--- src/rtl/game_status_pkg.sv ---
// Shared encodings and BCD helpers for the game-status tracker.
// Pure declarations: no state, no latency, no flow control.
package game_status_pkg;

  localparam logic [1:0] IDLE = 2'd0;
  localparam logic [1:0] PLAY = 2'd1;
  localparam logic [1:0] WON  = 2'd2;
  localparam logic [1:0] LOST = 2'd3;

  localparam logic GAME_WON = 1'b0;
  localparam logic GAME_LSE = 1'b1;

  localparam int BCD_W = 4;

  typedef logic [3*BCD_W-1:0] bcd3_t;

  // Elaboration-time conversion of an integer parameter (0..999) to BCD.
  function automatic bcd3_t to_bcd3(input int v);
    logic [BCD_W-1:0] d2, d1, d0;
    d2 = BCD_W'(v / 100);
    d1 = BCD_W'((v / 10) % 10);
    d0 = BCD_W'(v % 10);
    return {d2, d1, d0};
  endfunction

  // Decimal increment that saturates at 999.
  function automatic bcd3_t bcd3_inc(input bcd3_t v);
    bcd3_t r;
    r = v;
    if (v != 12'h999) begin
      if (v[3:0] != 4'd9) begin
        r[3:0] = v[3:0] + 4'd1;
      end else begin
        r[3:0] = 4'd0;
        if (v[7:4] != 4'd9) begin
          r[7:4] = v[7:4] + 4'd1;
        end else begin
          r[7:4]  = 4'd0;
          r[11:8] = v[11:8] + 4'd1;
        end
      end
    end
    return r;
  endfunction

endpackage

--- src/rtl/game_status_bcd_counter3.sv ---
// Three-digit BCD counter with sync clear, increment and saturation at 999.
// Value is registered (1 cycle); eq_next flags that the next value equals CMP_VAL.
module game_status_bcd_counter3
  import game_status_pkg::*;
#(
  parameter bcd3_t CMP_VAL = 12'h000
) (
  input  logic  vga_clk,
  input  logic  sys_rst_n,
  input  logic  clr,
  input  logic  inc,
  output bcd3_t value,
  output logic  eq_next
);

  bcd3_t nxt;

  always_comb begin
    nxt = value;
    if (clr) begin
      nxt = '0;
    end else if (inc) begin
      nxt = bcd3_inc(value);
    end
  end

  // Compare on the post-update value so end conditions fire in the same cycle.
  assign eq_next = (nxt == CMP_VAL);

  always_ff @(posedge vga_clk or negedge sys_rst_n) begin
    if (!sys_rst_n) begin
      value <= '0;
    end else begin
      value <= nxt;
    end
  end

endmodule

--- src/rtl/game_status.sv ---
// Game lifecycle FSM with BCD score/time, lives and a one-cycle end pulse.
// All outputs registered, 1-cycle latency from input pulse; no backpressure.
module game_status
  import game_status_pkg::*;
#(
  parameter int CLK_FREQ   = 25_000_000,
  parameter int WIN_SCORE  = 100,
  parameter int LIVES      = 3,
  parameter int TIME_LIMIT = 999
) (
  input  logic        vga_clk,
  input  logic        sys_rst_n,
  input  logic        start,
  input  logic        point,
  input  logic        hit,
  output logic [1:0]  game_state,
  output logic        game_result,
  output bcd3_t       score_bcd,
  output bcd3_t       time_bcd,
  output logic [1:0]  lives,
  output logic        end_pulse
);

  localparam int             PW        = $clog2(CLK_FREQ);
  localparam logic [PW-1:0]  PRESC_MAX = PW'(CLK_FREQ - 1);

  logic [PW-1:0] presc;
  logic          in_play;
  logic          enter_play;
  logic          tick;
  logic          score_win;
  logic          time_out;
  logic [1:0]    lives_nxt;
  logic          loss;
  logic          win;
  logic          game_end;

  assign in_play    = (game_state == PLAY);
  assign enter_play = start && !in_play;
  assign tick       = in_play && (presc == PRESC_MAX);
  assign lives_nxt  = (in_play && hit) ? lives - 2'd1 : lives;
  assign loss       = (lives_nxt == 2'd0) || time_out;
  assign win        = score_win;
  assign game_end   = in_play && (loss || win);

  game_status_bcd_counter3 #(
    .CMP_VAL (to_bcd3(WIN_SCORE))
  ) u_score (
    .vga_clk   (vga_clk),
    .sys_rst_n (sys_rst_n),
    .clr       (enter_play),
    .inc       (in_play && point),
    .value     (score_bcd),
    .eq_next   (score_win)
  );

  game_status_bcd_counter3 #(
    .CMP_VAL (to_bcd3(TIME_LIMIT))
  ) u_time (
    .vga_clk   (vga_clk),
    .sys_rst_n (sys_rst_n),
    .clr       (enter_play),
    .inc       (tick),
    .value     (time_bcd),
    .eq_next   (time_out)
  );

  always_ff @(posedge vga_clk or negedge sys_rst_n) begin
    if (!sys_rst_n) begin
      game_state  <= IDLE;
      game_result <= GAME_WON;
      lives       <= 2'd0;
      presc       <= '0;
      end_pulse   <= 1'b0;
    end else begin
      end_pulse <= game_end;
      if (enter_play) begin
        game_state <= PLAY;
        lives      <= 2'(LIVES);
        presc      <= '0;
      end else if (in_play) begin
        lives <= lives_nxt;
        presc <= tick ? '0 : presc + PW'(1);
        // Simultaneous win and loss resolves to a loss.
        if (game_end) begin
          game_state  <= loss ? LOST : WON;
          game_result <= loss ? GAME_LSE : GAME_WON;
        end
      end
    end
  end

endmodule

--- config.mk ---
export PLATFORM = sky130hd
export DESIGN_NAME = game_status
export DESIGN_NICKNAME = d
export VERILOG_FILES = /design/src/rtl/game_status_pkg.sv /design/src/rtl/game_status_bcd_counter3.sv /design/src/rtl/game_status.sv
export SDC_FILE = /design/constraint.sdc
export NUM_CORES = 1
export LEC_CHECK = 0
export CORE_ASPECT_RATIO = 0.8
export CORE_MARGIN = 3
export CORE_UTILIZATION = 45
export DETAILED_ROUTE_END_ITERATION = 6
export PLACE_DENSITY = 0.72
export SETUP_SLACK_MARGIN = 0.4
export SLEW_MARGIN = 20
export SYNTH_ARGS = -nofsm -noshare
export SYNTH_HDL_FRONTEND = slang
export SYNTH_HIERARCHICAL = 1
export SYNTH_SLANG_ARGS = --single-unit
--- constraint.sdc ---
create_clock -name vga_clk -period 9.2 [get_ports vga_clk]
set_input_delay 1.38 -clock vga_clk [delete_from_list [all_inputs] [get_ports vga_clk]]
set_output_delay 1.38 -clock vga_clk [all_outputs]
set_load 0.05 [all_outputs]
### Yosys cells after proc, flatten, opt, wreduce, memory -nomap -nowiden

Index checks and enable logic that the tools add are counted.
W data, S select, Z words.

| cells by class | value |
|---|---|
| muxes and demuxes | 25 |
| reduce and logical (&&, ||, !) cells | 13 |
| equal/unequal tests | 10 |
| bitwise logic cells | 1 |
| add/sub/neg operators | 8 |

Operators by type and width:

| kind | count |
|---|---|
| $mux W25 | 3 |
| $mux W12 | 6 |
| $add A25 B1 Y25 const B | 1 |
| $eq A25 B25 Y1 const B | 1 |
| $add A4 B1 Y4 const B | 6 |
| $mux W4 | 6 |
| $ne A12 B12 Y1 const B | 2 |
| $mux W8 | 2 |
| $ne A4 B4 Y1 const B | 4 |
| $eq A12 B12 Y1 const B | 1 |
| $eq A12 B9 Y1 const B | 1 |
| $mux W2 | 6 |
| $logic_and A1 B1 Y1 | 5 |
| $reduce_bool A2 Y1 | 2 |
| $reduce_and A3 Y1 | 1 |
| $eq A2 B1 Y1 const B | 1 |
| $logic_not A2 Y1 | 1 |
| $logic_or A1 B1 Y1 | 2 |
| $mux W1 | 2 |
| $reduce_and A2 Y1 | 1 |
| $sub A2 B1 Y2 const B | 1 |
| $logic_not A1 Y1 | 1 |
| $not A1 Y1 | 1 |

| word-level totals | value |
|---|---|
| input port bits | 5 |
| word-level logic and storage cells | 64 |
| bits in registers | 55 |
| output and inout port bits | 30 |

### Depth between registers and ports, before layout

Gate-level depths: netlist (run 1).

| depth | value |
|---|---|
| depth in word-level cells | 13 |
| mapped depth | 13 |
| mapped depth without buffers | 12 |

### Modules after synthesis

The synthesis (run 1) kept the hierarchy.

By module, submodules not included:

| module | cells an instance | instances | area an instance (um2) | sequential area each (um2) |
|---|---|---|---|---|
| game_status | 193 | 1 | 1740.4 | 775.7 |
| game_status_bcd_counter3 (u_time) | 89 | 1 | 874.6 | 300.3 |
| game_status_bcd_counter3 (u_score) | 88 | 1 | 822.0 | 300.3 |

### Worst setup path after synthesis (run 1)

OpenSTA, ideal clock, no wires.

| timing | value |
|---|---|
| path kind | in2reg |
| start point | input port point |
| end point | register game_result |
| buffers on the path | 1 |
| setup slack | 6.110 ns |
| arrival time | 2.969 ns |
| setup time | 0.121 ns |
| data required time | 9.079 ns |
| cell stages on the path | 9 |
| cells stage by stage | and2_1 > and4b_1 > buf_6 > nand3_4 > or3b_1 > a211oi_1 > and4b_1 > nand2_1 > a22o_1 |

| on the way | value |
|---|---|
| longest elaborated chain between the ends | 7 |

RTL lines:

| item | RTL line | source |
|---|---|---|
| from (decl) | game_status.sv:14 | `input logic point,` |
| $logic_and A1 B1 Y1 | game_status.sv:52 | `.inc (in_play && point),` |
| $mux W12 | game_status_bcd_counter3.sv:22 | `end else if (inc) begin` |
| $mux W12 | game_status_bcd_counter3.sv:20 | `if (clr) begin` |
| $eq A12 B9 Y1 | game_status_bcd_counter3.sv:28 | `assign eq_next = (nxt == CMP_VAL);` |
| net score_win | game_status.sv:31 | `logic score_win;` |
| $logic_or A1 B1 Y1 | game_status.sv:44 | `assign game_end = in_play && (loss \|\| win);` |
| $logic_and A1 B1 Y1 | game_status.sv:44 |  |
| $reduce_and A3 Y1 (no source line) | -- |  |
| to (signal assigned) | game_status.sv:87 | `game_result <= loss ? GAME_LSE : GAME_WON;` |
| to (decl) | game_status.sv:17 | `output logic game_result,` |

The timed path passes the listed nets, and every way through them passes these cells.
A chain may end at the register's enable or synchronous reset.

### Final worst setup path (run 1)

| timing | value |
|---|---|
| start point | register presc[15] |
| end point | register game_state[1] |

| on the way | value |
|---|---|
| longest elaborated chain between the ends | 10 |

RTL lines:

| item | RTL line | source |
|---|---|---|
| from (decl) | game_status.sv:27 | `logic [PW-1:0] presc;` |
| from (signal assigned) | game_status.sv:83 | `presc <= tick ? '0 : presc + PW'(1);` |
| $eq A25 B25 Y1 | game_status.sv:40 | `assign tick = in_play && (presc == PRESC_MAX);` |
| $logic_and A1 B1 Y1 | game_status.sv:40 |  |
| net tick | game_status.sv:30 | `logic tick;` |
| $mux W12 | game_status_bcd_counter3.sv:22 |  |
| $mux W12 | game_status_bcd_counter3.sv:20 |  |
| $eq A12 B12 Y1 | game_status_bcd_counter3.sv:28 |  |
| net time_out | game_status.sv:32 | `logic time_out;` |
| $logic_or A1 B1 Y1 | game_status.sv:42 | `assign loss = (lives_nxt == 2'd0) \|\| time_out;` |
| $logic_or A1 B1 Y1 | game_status.sv:44 |  |
| $logic_and A1 B1 Y1 | game_status.sv:44 |  |
| $reduce_bool A2 Y1 (no source line) | -- |  |
| $reduce_and A2 Y1 (no source line) | -- |  |
| to (signal assigned) | game_status.sv:86 | `game_state <= loss ? LOST : WON;` |
| to (decl) | game_status.sv:16 | `output logic [1:0] game_state,` |

The timed path passes the listed nets, and every way through them passes these cells.

==> flow_summary.json, run 1 <==
{
  "hp-class": "reg -> reg",
  "htreeDepth": 2,
  "tightest_slew_ps": 767,
  "ir_worst_vdd_v": 0.000164,
  "hpwl_um": 5260,
  "cts_root_buf": "clkbuf_8",
  "core-area_sq_um": 7130,
  "ys_types": 68,
  "drt-initial-drc-count": 244,
  "tns_ps": 0,
  "nets": 416,
  "grt_setup_unrepaired": "no",
  "dp_cells": 492,
  "insertion_delay_ps": 310,
  "clock_sinks": 55,
  "drc_errors": 0,
  "drv_cap": 0,
  "final_common_cell": "dfrtp_1",
  "max-slew-margin-rel_pct": 48.9,
  "crit_type": "reg -> reg",
  "row_count": 27,
  "post_cts_resized": 0,
  "synth_edf_count": 0,
  "crit_fanout": 7,
  "stdcell_area_sq_um": 3940,
  "syn_area_per_cell_sq_um": 9.29,
  "start_kind": "register",
  "status": "finished clean",
  "ys.flop_type": "dfrtp_1",
  "place.gp.congestion": 0.841,
  "clk_path_buf_depth": 2,
  "die_h_um": 84.2,
  "grt_pass1_wl_um": 12900,
  "crit_required_ps": 9420,
  "ys_async_sr_fraction_pct": 100,
  "ant_nets": 0,
  "die_area_sq_um": 8730,
  "synth_area_sq_um": 3440,
  "dieWidth_um": 104,
  "synthCells": 370,
  "skew_ps": 10.4,
  "ios": 35,
  "fmax_mhz": 279,
  "grt_pass1_vias": 2606,
  "ys_ff_latch": 55,
  "port_buffers": 34,
  "initial_core_util_pct": 48.2,
  "yosys-top-cells-area": "dfrtp_1 (40%), ha_1 (4.7%), nand2_1 (4.1%)",
  "grt.total_usage_pct": 17.4,
  "finalNonFillerCells": 500,
  "via_count": 2918,
  "end_kind": "register",
  "dr.pass1.iters": 4,
  "synth.net_count": 388,
  "post-route-min-period_ps": 3590,
  "cts_inserted_buffers": 5,
  "grt_max_degree": 56,
  "n_antenna_cell": 0,
  "postCtsHoldBufs": 0,
  "power_density_nw_per_um2": 221,
  "synth_top_area_share_pct": 40.0,
  "hold_ws_ps": 495,
  "hold_viol": 0,
  "post_cts_buffers": 0,
  "cts_tree": "done",
  "fin_crit_sh_pct": 39.0,
  "via_per_inst": 5.84,
  "final_cell_mix": "dfrtp_1 (55), nand2_1 (38), nor2_1 (33), clkdlybuf4s50_1 (33), a21oi_1 (23)",
  "antenna_found_initial": 0,
  "wl_per_cell_um": 15.1,
  "drv_slew": 0,
  "globalRoute.totalOverflow": 0,
  "setup_violations": 0,
  "drive_above_1_share_pct": 7.52,
  "fin_total_pwr_mw": 0.868,
  "clkSlewWorstSetupHoldPaths_ps": 100,
  "placed_cell_area_sq_um": 3820,
  "synth_seq_area_share_pct": 40.0,
  "cp_data_arrival_time_ps": 3810,
  "yosys.area.top_type": "dfrtp_1",
  "ys_warn_count": 6,
  "syn_to_final_growth_pct": 14.5,
  "drt_wl_total_um": 7550,
  "power.leakage_nw": 1.76
}
-- critical path: stages (launching register included) --
cell and delay (ps):
dfrtp_1 460, or4b_4 550, nor4_4 310, and3_1 440, and4b_1 340, and3_1 270
mux2i_1 230, nand4b_1 150, nor4_2 290, o21bai_1 230, nor2_1 110, o22ai_1 110
-- flip-flops by register name, summed over array words and instances, names as in the netlist --
signal,flops
end_pulse,1
game_result,1
game_state,2
lives,2
presc,25
u_score/value,12
u_time/value,12
-- cell type report --
cell class | count | area [sq um]
clock inverter | 3 | 43.8
sequential | 55 | 1380
multi-input combinational | 287 | 1920
inverter | 12 | 45.0
clock buffer | 5 | 68.8
timing repair buffer | 37 | 358
fill | 652 | 3190
tap | 101 | 126
-- power by group --
group	internal [mW]	switching, mW	leakage [nW]	total, mW
clock network	0.0812	0.0794	0.0581	0.161
registers	0.300	0.0856	0.731	0.385
logic	0.120	0.203	0.969	0.322
-- through the flow --
stage / util (%) / setup slack [ps]
4_1_cts: 55.2 / 5640
6_report: 55.2 / 5610
3_3_place_gp: 53.6 / 5410
3_5_place_dp: 53.6 / 5340
5_1_grt: 55.2 / 5460
2_1_floorplan: - / 6110
-- final timing paths --
check | start | to | slack, ps | depth (start not counted)
setup / recovery | presc[15] | game_state[1] | 5610 | 11
hold / removal | presc[22] | presc[22] | 500 | 1
setup reg to reg | presc[15] | game_state[1] | 5610 | 11
hold reg to reg | presc[22] | presc[22] | 500 | 1
max in group asynchronous | sys_rst_n | presc[1] | 7550 | 2
min in group asynchronous | sys_rst_n | presc[12] | 1190 | 2
-- synth_stat cells, drive strengths merged (3+ instances only) --
master and instances:
nand3 21, a22o 3, mux2i 5, xor2 3, o21ai 15, clkbuf 6, dfrtp 55, nor2b 6
nor3 7, and4b 3, nor3b 3, and3 6, xnor2 3, a41oi 9, nor2 33, nand4 6
buf 10, ha 13, nor4 6, o211ai 3, inv 12, a21oi 24, nand2 38, a31oi 22
and2 3, nand2b 12, nand3b 6
-- routing by layer --
metal | track usage (%) | vias to the layer above | share of wire, %
met2 | 25.1 | 68 | 44
met3 | 3.00 | 2 | 4.4
met1 | 27.2 | 1414 | 51
met4 | 4.23 | 0 | 0.56
met5 | 0 | - | 0
li1 | - | 1434 | -
-- cell families after synthesis --
kind of cell	Yosys count	synth area share (%)
adders and majority gates	13	4.73
buffers and inverters	28	4.15
xor gates and xnor gates	6	1.53
AOI/OAI and AO/OA	100	19.9
DFF	55	40.0
muxes	6	1.89
and+or+nand+nor	162	27.8
Note: power is estimated with default switching activity, not from simulation.
==> run 2: changes to the inputs <==
--- a/config.mk
+++ b/config.mk
@@ -9,7 +9,7 @@
 export CORE_MARGIN = 3
 export CORE_UTILIZATION = 45
 export DETAILED_ROUTE_END_ITERATION = 6
-export PLACE_DENSITY = 0.72
+export PLACE_DENSITY = 0.74
 export SETUP_SLACK_MARGIN = 0.4
 export SLEW_MARGIN = 20
 export SYNTH_ARGS = -nofsm -noshare
==> constraint.sdc (replaced) <==
create_clock -name vga_clk -period 3.1 [get_ports vga_clk]
set_input_delay 0.465 -clock vga_clk [delete_from_list [all_inputs] [get_ports vga_clk]]
set_output_delay 0.465 -clock vga_clk [all_outputs]
set_load 0.05 [all_outputs]
==> run 2 against run 1 <==
- critical path depth is 1 lower
- highest routed layer unchanged
- largest power group unchanged
- final cell count increased by 2.6%
- critical endpoint is now game_result
- flip-flop and latch count did not move
==> flow_summary.json, run 2 (synthesized netlist as in run 1, its figures left out) <==
{
  "hpwl_um": 5430,
  "top_register": "presc",
  "grt_pass1_wl_um": 13400,
  "syn_to_final_growth_pct": 18.6,
  "setup_slack_ps": 317,
  "crit_fanout": 4,
  "grt_max_degree": 26,
  "post-route-min-period_ps": 2780,
  "cp_data_arrival_time_ps": 2980,
  "port_buffers": 34,
  "cts_tree": "done",
  "reg_top3": "presc: 25 flops, u_score/value: 12 flops, u_time/value: 12 flops",
  "initial_core_util_pct": 48.2,
  "fin_crit_sh_pct": 89.8,
  "grt_pass1_vias": 2791,
  "wl_per_cell_um": 15.2,
  "crit_type": "reg -> reg",
  "route.met2.wl_um": 3580,
  "grt_setup_unrepaired": "yes",
  "hp-class": "in -> async",
  "dr.pass1.iters": 5,
  "htreeDepth": 2,
  "status": "finished clean",
  "wl_met1_um": 3860,
  "fmax_mhz": 359,
  "clockPowerShare_pct": 16.3,
  "dieWidth_um": 104,
  "ant_nets": 0,
  "pwr-share-seq_pct": 43.5,
  "power_density_nw_per_um2": 645,
  "p_int_mw": 1.52,
  "power.leakage_nw": 1.83,
  "ir_worst_vdd_v": 0.000408,
  "row_count": 27,
  "worstPathCellList": "or4b_4, nor4_4, and3_4, and4b_1, o21ai_1, a32o_1, nand4b_1, nor4_2, o21bai_4, a22o_1",
  "drv_slew": 0,
  "final_core_util_pct": 57.2,
  "crit_slowest_cell": "or4b_4",
  "die_h_um": 84.2,
  "final_cell_mix": "dfrtp_1 (52), nand2_1 (38), clkdlybuf4s50_1 (33), nor2_1 (32), a21oi_1 (23)",
  "final_common_cell": "dfrtp_1",
  "cts_inserted_buffers": 5,
  "postCtsHoldBufs": 0,
  "skew_ps": 8.90,
  "drv_cap": 0,
  "die_area_sq_um": 8730,
  "max-slew-margin-rel_pct": 41.2,
  "setup_violations": 0,
  "crit_required_ps": 3300,
  "cts_root_buf": "clkbuf_8",
  "drt_wl_total_um": 7780,
  "globalRoute.totalOverflow": 0,
  "drive_above_1_share_pct": 12.4,
  "drc_errors": 0,
  "p_comb_share_pct": 40.2,
  "wl_met3_um": 292,
  "clk_path_buf_depth": 2,
  "hold_ws_ps": 152,
  "ios": 35,
  "clock_sinks": 55,
  "tightest_slew_ps": 883,
  "drt-initial-drc-count": 153,
  "nets": 429,
  "clkSlewWorstSetupHoldPaths_ps": 100,
  "start_kind": "register",
  "end_kind": "register",
  "top_layer": "met4",
  "n_antenna_cell": 0,
  "dp_slack_ps": 91.6,
  "via_per_inst": 5.78,
  "p_sw_mw": 1.11,
  "grt.total_usage_pct": 18.2,
  "place.gp.congestion": 0.822,
  "hold_viol": 0,
  "swShare_pct": 42.2,
  "tns_ps": 0,
  "slowest_delay_ps": 550,
  "insertion_delay_ps": 300,
  "antenna_found_initial": 0,
  "fin_total_pwr_mw": 2.63,
  "largest_reg_flops": 25,
  "via_count": 2965,
  "core-area_sq_um": 7130
}
==> run 2: cell count changes in the layout (fill, tap and decap cells not counted), sizes merged <==
| cell | previous run | this run |
|---|---|---|
| buf | 4 | 17 |
| clkinv | 2 | 0 |
| clkbuf | 5 | 8 |
| bufinv | 1 | 0 |
==> run 2: final timing paths <==
kind / from / endpoint / slack, ps / depth (start not counted)
setup / recovery: presc[17] / game_result / 320 / 10
hold / removal: sys_rst_n / presc[19] / 150 / 1
setup reg to reg: presc[17] / game_result / 320 / 10
hold reg to reg: presc[22] / presc[22] / 500 / 1
max in group asynchronous: sys_rst_n / u_time/value[2] / 2290 / 2
min in group vga_clk: presc[22] / presc[22] / 500 / 1
==> run 2: final cells by class <==
cell class | count | area, sq um
clock buffer | 8 | 100
fill | 631 | 3050
inverter | 12 | 45.0
multi-input combinational | 287 | 1970
sequential | 55 | 1380
tap | 101 | 126
timing repair buffer | 50 | 455
==> run 2: worst max-delay path: cells and delay by family (launching register included) <==
family,cells,cell delay [ps]
compound gates,4,840
flops,1,390
simple gates,6,1450
==> run 2: power groups by stage <==
stage	Combinational (mW)	Clock, mW	Sequential, mW
final	1.06	0.429	1.14
after floorplan	0.648	0	1.25
after global routing	1.17	0.474	1.18
after detailed placement	0.994	0	1.15
after CTS	1.04	0.447	1.13
after global placement	0.969	0	1.14
==> run 2: per-stage QoR <==
stage | instances | cell area, sq um
finish | 513 | 4080
global route | 513 | 4080
CTS | 510 | 4030
detailed placement | 495 | 3870
global placement | 495 | 3870
floorplan | 370 | 3470
==> run 2: repair_timing <==
action                                  CTS  global route
endpoints found under the setup margin    4             4
gates resized for setup                   4             4
pin swaps                                 2             4
buffers inserted                          7             3
==> run 2: routing by layer <==
layer | track usage, % | up-vias
li1 | - | 1456
met1 | 26.1 | 1438
met2 | 29.5 | 67
met3 | 3.07 | 4
met4 | 3.38 | 0
met5 | 0 | -
==> run 3: changes to the inputs <==
--- a/config.mk
+++ b/config.mk
@@ -7,9 +7,10 @@
 export LEC_CHECK = 0
 export CORE_ASPECT_RATIO = 0.8
 export CORE_MARGIN = 3
-export CORE_UTILIZATION = 45
+export CORE_UTILIZATION = 52
+export CTS_BUF_LIST = sky130_fd_sc_hd__clkbuf_8 sky130_fd_sc_hd__clkbuf_16
 export DETAILED_ROUTE_END_ITERATION = 6
-export PLACE_DENSITY = 0.74
+export PLACE_DENSITY = 0.83
 export SETUP_SLACK_MARGIN = 0.4
 export SLEW_MARGIN = 20
 export SYNTH_ARGS = -nofsm -noshare
==> run 3 against run 2 <==
- worst setup slack got worse by 27 ps
- clock skew rose by 2.1 ps
- combinational power barely moved
- design area fell by 0.25%
- clock-buffer cell count fell by 3
- routed wire length rose by 3.9%
- fmax fell by 0.95%
- hold slack improved by 80 ps
- sequential power barely moved
- critical path type unchanged
- critical path depth rose by 1
- clock power rose by 8.4%
==> flow_summary.json, run 3 (synthesized netlist as in run 1, its figures left out) <==
{
  "cts_root_buf": "clkbuf_8",
  "clk_path_buf_depth": 2,
  "clock_sinks": 55,
  "dr.pass1.iters": 4,
  "ant_nets": 0,
  "place.gp.congestion": 0.879,
  "ios": 35,
  "final_cell_mix": "dfrtp_1 (52), nand2_1 (38), clkdlybuf4s50_1 (33), nor2_1 (32), a21oi_1 (23)",
  "initial_core_util_pct": 55.8,
  "cts_tree": "done",
  "slowest_delay_ps": 530,
  "hp-class": "in -> async",
  "drt_wl_total_um": 8090,
  "antenna_found_initial": 0,
  "crit_type": "reg -> reg",
  "skew_ps": 11.0,
  "ir_worst_vdd_v": 0.000551,
  "final_common_cell": "dfrtp_1",
  "crit_slowest_cell": "or4b_4",
  "cts_inserted_buffers": 5,
  "grt_setup_unrepaired": "yes",
  "grt_max_degree": 47,
  "via_count": 3020,
  "drv_cap": 0,
  "hpwl_um": 5560,
  "max-slew-margin-rel_pct": 46.3,
  "path_common_cell": "and3_4",
  "drt-initial-drc-count": 218,
  "hold_ws_ps": 232,
  "core-area_sq_um": 6160,
  "port_buffers": 34,
  "n_antenna_cell": 0,
  "power_density_nw_per_um2": 663,
  "insertion_delay_ps": 310,
  "hold_viol": 0,
  "drc_errors": 0,
  "syn_to_final_growth_pct": 18.3,
  "globalRoute.totalOverflow": 0,
  "crit_fanout": 5,
  "tightest_slew_ps": 805,
  "grt.total_usage_pct": 21.5,
  "tns_ps": 0,
  "start_kind": "register",
  "drive_above_1_share_pct": 13.0,
  "die_area_sq_um": 7630,
  "cp_data_arrival_time_ps": 3040,
  "grt_pass1_wl_um": 13600,
  "row_count": 25,
  "power.leakage_nw": 1.83,
  "wl_per_cell_um": 16.3,
  "grt_pass1_vias": 2822,
  "top_register": "presc",
  "fmax_mhz": 356,
  "reg_top3": "presc: 25 flops, u_score/value: 12 flops, u_time/value: 12 flops",
  "worstPathCellList": "or4b_4, nor4_4, and3_4, and4b_2, and3_4, mux2i_1, nand4b_1, nor4_2, o21bai_4, nor2_2, o22ai_1",
  "clkSlewWorstSetupHoldPaths_ps": 100,
  "die_h_um": 78.7,
  "end_kind": "register",
  "drv_slew": 0,
  "status": "finished clean",
  "post-route-min-period_ps": 2810,
  "crit_required_ps": 3330,
  "setup_violations": 0,
  "dieWidth_um": 96.9,
  "largest_reg_flops": 25,
  "nets": 431,
  "fin_crit_sh_pct": 90.6,
  "htreeDepth": 2,
  "via_per_inst": 6.10
}
-- run 3: through the flow --
stage | cells | utilization [%] | power, mW | setup slack, ps | instance area [sq um]
floorplan | 370 | - | 1.89 | 415 | 3470
global placement | 475 | 62.4 | 2.11 | 204 | 3850
detailed placement | 475 | 62.4 | 2.16 | 121 | 3850
CTS | 490 | 65.1 | 2.65 | 273 | 4010
global route | 495 | 66.0 | 2.89 | 115 | 4070
finish | 495 | 66.0 | 2.69 | 290 | 4070
-- run 3: final cells by class --
class / instances / area (sq um)
repair buffers: 52 / 470
multi-input cells: 287 / 1960
clock inverters: 3 / 37.5
flip-flops and latches: 55 / 1380
clock buffers: 5 / 68.8
fillers: 503 / 2100
well taps: 81 / 101
inverters: 12 / 45.0
-- run 3: path summary, 6_finish.rpt --
| path | from | endpoint | slack (ps) | depth (start not counted) |
|---|---|---|---|---|
| setup reg to reg | presc[15] | game_state[1] | 290 | 11 |
| min in group vga_clk | presc[22] | presc[22] | 490 | 1 |
| max in group asynchronous | sys_rst_n | presc[9] | 2180 | 2 |
| hold reg to reg | presc[22] | presc[22] | 490 | 1 |
| hold / removal | sys_rst_n | u_time/value[5] | 230 | 1 |
| setup / recovery | presc[15] | game_state[1] | 290 | 11 |
-- run 3: power by group --
part | switching [mW] | leakage [nW] | internal [mW]
registers | 0.249 | 0.728 | 0.893
clock network | 0.229 | 0.0607 | 0.236
logic | 0.649 | 1.05 | 0.437
total | 1.13 | 1.83 | 1.57
-- run 3: timing repair --
item / CTS / global route
pin swaps: 2 / 4
resized for setup: 4 / 5
hold buffers: 0 / 0
setup buffers: 7 / 5
endpoints found under the setup margin: 4 / 4
-- run 3: critical path: cells and delay by family, from the launching register on --
kind | cells | cell delay [ps]
flip-flops | 1 | 420
AO/OA/AOI/OAI | 2 | 300
AND/OR/NAND/NOR | 8 | 1820
multiplexers | 1 | 190
-- run 3: layer usage --
metal / routed length [um] / vias to the layer above / GRT usage [%]
met5: 0 / - / 0
met4: 30 / 0 / 3.51
met3: 347 / 5 / 3.86
met2: 3860 / 63 / 35.5
met1: 3840 / 1487 / 30.2
li1: - / 1465 / -
